### config.mk
export PLATFORM = sky130hd
export DESIGN_NAME = hazard_ctrl
export DESIGN_NICKNAME = d
export VERILOG_FILES = /design/src/rtl/hazard_ctrl.sv
export SDC_FILE = /design/constraint.sdc
export NUM_CORES = 1
export LEC_CHECK = 0
export CORE_AREA = 3 3 76 60
export CTS_CLUSTER_SIZE = 16
export DETAILED_ROUTE_END_ITERATION = 6
export DIE_AREA = 0 0 79 63
export PLACE_DENSITY = 0.84
export SYNTH_ARGS = -nofsm -noshare
export SYNTH_HDL_FRONTEND = slang
export SYNTH_SLANG_ARGS = --single-unit
### constraint.sdc
create_clock -name CLK -period 3.7 [get_ports CLK]
set_input_delay 0.74 -clock CLK [delete_from_list [all_inputs] [get_ports CLK]]
set_output_delay 0.74 -clock CLK [all_outputs]
set_load 0.01 [all_outputs]
### src/rtl/hazard_ctrl.sv
// Pipeline hazard controller for the 5-stage core: latch enables/flushes,
// memory-wait and halt-drain sequencing, saturating stall/flush counters.
module hazard_ctrl #(
    parameter int REG_W = 5,
    parameter int CNT_W = 16
) (
    input  logic             CLK,
    input  logic             nRST,
    input  logic             ihit,
    input  logic             dhit,
    input  logic [REG_W-1:0] ifid_rs,
    input  logic [REG_W-1:0] ifid_rt,
    input  logic             idex_dREN,
    input  logic [REG_W-1:0] idex_wsel,
    input  logic             exmem_dREN,
    input  logic             exmem_dWEN,
    input  logic             redirect,
    input  logic             halt_mem,
    output logic             pc_enable,
    output logic             ifid_enable,
    output logic             ifid_flush,
    output logic             idex_enable,
    output logic             idex_flush,
    output logic             exmem_enable,
    output logic             exmem_flush,
    output logic             memwb_enable,
    output logic             halted,
    output logic [CNT_W-1:0] stall_count,
    output logic [CNT_W-1:0] flush_count
);

    typedef enum logic [1:0] {
        RUN        = 2'd0,
        DMEM_WAIT  = 2'd1,
        HALT_DRAIN = 2'd2,
        HALTED     = 2'd3
    } state_t;

    state_t state, next_state;
    logic   memop, mem_ready, load_use;
    logic   stall_inc, flush_inc;

    function automatic logic [CNT_W-1:0] sat_inc(input logic [CNT_W-1:0] v);
        return (&v) ? v : v + {{(CNT_W-1){1'b0}}, 1'b1};
    endfunction

    assign memop     = exmem_dREN | exmem_dWEN;
    assign mem_ready = !memop | dhit;
    assign load_use  = idex_dREN && (idex_wsel != '0) &&
                       ((idex_wsel == ifid_rs) || (idex_wsel == ifid_rt));
    assign halted    = (state == HALTED);

    always_comb begin
        pc_enable    = 1'b0;
        ifid_enable  = 1'b0;
        ifid_flush   = 1'b0;
        idex_enable  = 1'b0;
        idex_flush   = 1'b0;
        exmem_enable = 1'b0;
        exmem_flush  = 1'b0;
        memwb_enable = 1'b0;
        stall_inc    = 1'b0;
        flush_inc    = 1'b0;
        next_state   = state;
        // Everything is held low while reset is asserted, regardless of state.
        if (nRST) begin
            case (state)
                RUN, DMEM_WAIT: begin
                    if (!mem_ready) begin
                        stall_inc  = 1'b1;
                        next_state = DMEM_WAIT;
                    end else begin
                        next_state = RUN;
                        if (halt_mem) begin
                            ifid_flush   = 1'b1;
                            idex_flush   = 1'b1;
                            exmem_flush  = 1'b1;
                            memwb_enable = 1'b1;
                            next_state   = HALT_DRAIN;
                        end else if (redirect) begin
                            pc_enable    = 1'b1;
                            ifid_flush   = 1'b1;
                            idex_flush   = 1'b1;
                            exmem_flush  = 1'b1;
                            memwb_enable = 1'b1;
                            flush_inc    = 1'b1;
                        end else if (load_use) begin
                            idex_flush   = 1'b1;
                            exmem_enable = 1'b1;
                            memwb_enable = 1'b1;
                            stall_inc    = 1'b1;
                        end else if (!ihit) begin
                            ifid_flush   = 1'b1;
                            idex_enable  = 1'b1;
                            exmem_enable = 1'b1;
                            memwb_enable = 1'b1;
                            stall_inc    = 1'b1;
                        end else begin
                            pc_enable    = 1'b1;
                            ifid_enable  = 1'b1;
                            idex_enable  = 1'b1;
                            exmem_enable = 1'b1;
                            memwb_enable = 1'b1;
                        end
                    end
                end
                HALT_DRAIN: begin
                    memwb_enable = 1'b1;
                    next_state   = HALTED;
                end
                default: next_state = HALTED;
            endcase
        end
    end

    always_ff @(posedge CLK or negedge nRST) begin
        if (!nRST) begin
            state       <= RUN;
            stall_count <= '0;
            flush_count <= '0;
        end else begin
            state <= next_state;
            if (stall_inc) stall_count <= sat_inc(stall_count);
            if (flush_inc) flush_count <= sat_inc(flush_count);
        end
    end

endmodule
# Yosys cells after proc, flatten, opt, wreduce, memory -nomap -nowiden
# Index checks and enable logic that the tools add are counted.
[op_classes]
n_reduce_logical = 11
muxes = 57
eq_ne = 5
n_addsub = 2
bitwise_logic = 4
[op_table]
columns = ["operator", "n"]
rows = [
  ["1-bit two-way mux", 53],
  ["16-bit by 1-bit adder with 16-bit output (second input constant)", 2],
  ["16-bit AND reduction", 2],
  ["5-bit equality test", 2],
  ["2-bit two-way mux", 3],
  ["5-bit nonzero test", 1],
  ["2-bit equality test (second input constant)", 2],
  ["2-bit AND reduction", 2],
  ["2-bit by 1-bit equality test with 1-bit output (second input constant)", 1],
  ["1-bit logical AND", 2],
  ["2-bit logical NOT", 1],
  ["1-bit NOT", 2],
  ["1-bit bitwise OR", 2],
  ["1-bit case mux with 2 select lines", 1],
  ["2-bit OR reduction", 1],
  ["1-bit logical NOT", 1],
  ["1-bit logical OR", 1],
]
[word_totals]
elab_cells = 82
register_bits = 34

# Logic depth before layout (Yosys ltp)
[logic_depth]
depth_word = 10
depth_mapped = 8
mapped_depth_nobuf = 6

# Worst setup path before layout
# No wires, ideal clock.
[synth_timing]
path_type = "input to output"
from = "in idex_wsel[1]"
to = "out pc_enable"
n_path_buf = 0
path_slack_ns = 1.078
required_time_ns = 2.960
t_arrival_ns = 1.882
stages = 5
cell_sequence = "or4_1 o21ai_0 or2_2 a21oi_1 nor3_1"
[synth_via]
elab_chain_len = 9
word_cells_on_any_way = 12
classes_between = "eq/ne (2); mux (6); reduce/logical (4)"
[synth_rtl]
columns = ["element", "line", "text"]
rows = [
  ["start: declaration", "14", "input logic [REG_W-1:0] idex_wsel,"],
  ["5-bit equality test or 5-bit nonzero test (tied branches)", "50, 49", ""],
  ["1-bit logical OR or 1-bit logical AND (tied branches)", "50, 49", ""],
  ["1-bit logical AND *", "49", "assign load_use = idex_dREN && (idex_wsel != '0) &&"],
  ["1-bit two-way mux *", "87", "end else if (load_use) begin"],
  ["1-bit two-way mux *", "80", "end else if (redirect) begin"],
  ["1-bit two-way mux *", "74", "if (halt_mem) begin"],
  ["1-bit two-way mux *", "69", "if (!mem_ready) begin"],
  ["1-bit two-way mux *", "67", "case (state)"],
  ["1-bit two-way mux *", "66", "if (nRST) begin"],
  ["end: declaration", "19", "output logic pc_enable,"],
]
# Mark *: on every way between the ends. The rest lies on a longest branch, timed or not.

# Worst setup path after layout
[layout_timing]
from = "in idex_wsel[1]"
to = "out ifid_flush"
[layout_via]
elab_chain_len = 9
word_cells_on_any_way = 12
classes_between = "eq/ne (2); mux (6); reduce/logical (4)"
[layout_rtl]
columns = ["element", "line", "text"]
rows = [
  ["5-bit equality test or 5-bit nonzero test (tied branches)", "50, 49", ""],
  ["1-bit logical OR or 1-bit logical AND (tied branches)", "50, 49", ""],
  ["1-bit logical AND *", "49", ""],
  ["1-bit two-way mux *", "87", ""],
  ["1-bit two-way mux *", "80", ""],
  ["1-bit two-way mux *", "74", ""],
  ["1-bit two-way mux *", "69", ""],
  ["1-bit two-way mux *", "67", ""],
  ["1-bit two-way mux *", "66", ""],
  ["end: declaration", "21", "output logic ifid_flush,"],
]
# Marks and branches as above.

==> impl_metrics.ini <==
[detailed_routing]
routed_via_density = 5.190
drt-total-wl_mm = 4.531
drt_iter0_drc = 74
num_vias = 1583
avgRoutedWirePerCell_um = 14.86
ant_nets = 0
drc = 0
dr.pass1.iters = 4

[synth]
yosysWarningCount = 0
syn_area_per_cell_sq_um = 10.45
synth_area_sq_um = 1882
yosysSeqAreaShare_pct = 45.21
ys_types = 43
yosysTopAreaCell = dfrtp_1
synth_most_common_cell = dfrtp_1
ys_ff_latch = 34
synth_ff_type = dfrtp_1
async_flop_share_pct = 100.0
synth.area.top_cells = dfrtp_1 (45%), xor2_1 (13%), xnor2_1 (5.6%), nand3_1 (2.7%), nand4_1 (2.7%)
synth_nets = 206
syn_inst = 180
netlist.area_leader.share_pct = 45.21
synth_commonest_cells = dfrtp_1 (34), xor2_1 (27), nand2_1 (12), xnor2_1 (12)
synth-edff-count = 0

[global_routing]
grt_max_degree = 38
grt_usage_pct = 19.50
grt_pass1_vias = 1579
grt_overflow = 0
grt_first_pass_wirelength_mm = 7.707
antenna_found_initial = 0

[worst_setup_path]
worstPathRequired_ns = 2.96
arrival_ns = 2.86
crit_fanout = 5
end_kind = primary output
cp-start-kind = input port
worst-r2r-cell-count = 6
crit_type = in -> out

[power_and_ir_drop]
clkPwrFrac_pct = 31.3
ir_worst_vdd_mv = 0.2785
switchingPower_uw = 247.1
intPower_uw = 652.7
netSwitchingFraction_pct = 27.46
p_comb_share_pct = 19.2
p_per_area_nw_per_um2 = 336.1
seqPwrFrac_pct = 49.6
p_leak_nw = 1.134

[hold_path]
hp-class = reg -> reg
worstHoldPathCells = 1

[job]
max_cap_violations = 0

[die]
die_w_um = 79
die_h_um = 63
die_area_sq_um = 4977
std_cell_rows = 20
core_region_area_sq_um = 3954
initial_core_util_pct = 47.59
ios = 65

[cells_and_area]
regArea_sq_um = 850.8
diodes = 0
nets = 275
n_fill_cell = 326
syn_to_final_growth_pct = 42.29
multi_input_area_sq_um = 1005
layout-drive-gt1-share_pct = 12.00

[timing]
grt_setup_unrepaired = false
worst_pin_slew_ns = 0.4371
period_minus_slack_ns = 3.598
setup_tns_ns = 0
setup_viol = 0
post-route-period-util_pct = 97.23
finalHoldViolations = 0
maxSlewViolCount = 0
fin_worst_skew_ns = 0.006913
slew-limit-headroom_pct = 70.86
fmax_mhz = 278.0
setup_ws_ns = 0.1024

[clocking]
cts_buffer_depth = 2
path_clk_slew_ns = 0.07
cts.sinks = 34
clk_latency_ns = 0.29
cts_tree = built
cts_max_level = 2
cts_root_buffer = clkbuf_8
cts_buffers = 5

[placed_design]
pre_cts_slack_ns = 0.09339
portBuffers = 64
dp_hpwl_mm = 3.385
gp_congestion = 0.8111

[status]
status = completed
routing by layer:
metal,vias up,GRT usage (%),share of wire [%],routed length [um]
met5,-,0,0,0
met4,0,5.150,1.1,49
met3,6,5.187,4.8,216
met2,40,31.09,47,2151
met1,766,26.21,47,2113
li1,771,-,-,-
cell families after synthesis:
kind of cell    after synthesis  share of synthesized area (%)
simple gates                 81                          24.93
compound gates               15                          6.516
flops                        34                          45.21
fa+ha+maj                     2                          1.330
mux                           3                          1.928
xor+xnor                     39                          18.15
buf+inv                       6                          1.927
cell usage in the layout, fill, tap and decap left out, types with 2 or more instances in the layout:
master           Yosys  routed
inv_1                3       3
ha_1                 2       2
xor2_1              27      27
o21ai_0              2       2
nor2_2               8       8
nor3_2               1       2
nor2_1              10      10
a21oi_1              3       3
or3_1                2       2
nand2_1             12      12
clkbuf_8             0       6
a31o_2               2       2
and3_1               5       5
xnor2_1             12      12
nand3_1             10      10
and4_1               4       4
nor3_1               7       6
clkdlybuf4s50_1      0      63
dfrtp_1             34      34
nand4_1              8       8
and2_1               4       4
cell type report:
| class | count | share of cell area, % |
|---|---|---|
| Sequential cell | 34 | 31.78 |
| Inverter | 3 | 0.4206 |
| Tap cell | 55 | 2.570 |
| Clock inverter | 1 | 0.1869 |
| Clock buffer | 7 | 3.224 |
| Timing Repair Buffer | 65 | 24.30 |
| Multi-Input combinational cell | 140 | 37.52 |
through the flow:
step           instances  hold WS [ns]  utilization (%)  instance area [sq um]  power, mW
2_1_floorplan        180        0.4444                -                   1882     0.5106
3_3_place_gp         297        0.4674            65.09                   2574     0.6189
3_5_place_dp         297        0.4779            65.09                   2574     0.6239
4_1_cts              305        0.4885            67.41                   2665     0.9136
5_1_grt              305        0.5080            67.72                   2678     0.9548
6_report             305        0.4784            67.72                   2678     0.8999
path summary, 6_finish.rpt:
kind	from	endpoint	slack (ns)
max in group asynchronous	nRST	stall_count[3]	2.49
worst min register to register	stall_count[15]	stall_count[15]	0.48
worst min-delay path	stall_count[15]	stall_count[15]	0.48
worst max-delay path	idex_wsel[1]	ifid_flush	0.10
worst max register to register	stall_count[0]	stall_count[13]	1.76
min in group asynchronous	nRST	stall_count[15]	0.89
power by group through the flow:
stage	clock, mW	combinational [mW]	sequential (mW)
5_1_grt	0.313	0.190	0.452
3_3_place_gp	0	0.168	0.451
3_5_place_dp	0	0.173	0.451
4_1_cts	0.295	0.174	0.445
2_1_floorplan	0	0.0541	0.456
6_report	0.281	0.173	0.446
sequential cells by signal (all words and copies together), names as in the netlist:
register     flops
flush_count     16
state            2
stall_count     16
what timing repair did:
item	4_1_cts	5_1_grt
hold buffers	0	0
buffers inserted	0	0
gates resized for setup	0	3
setup endpoints to repair	0	4
worst max-delay path, stage by stage:
cell and delay [ns]:
clkdlybuf4s50_1 0.46, or4_1 0.59, o21ai_0 0.15, or2_2 0.17
nand2b_1 0.06, a21oi_1 0.13, clkdlybuf4s50_1 0.56
(Power assumes the default switching activity.)
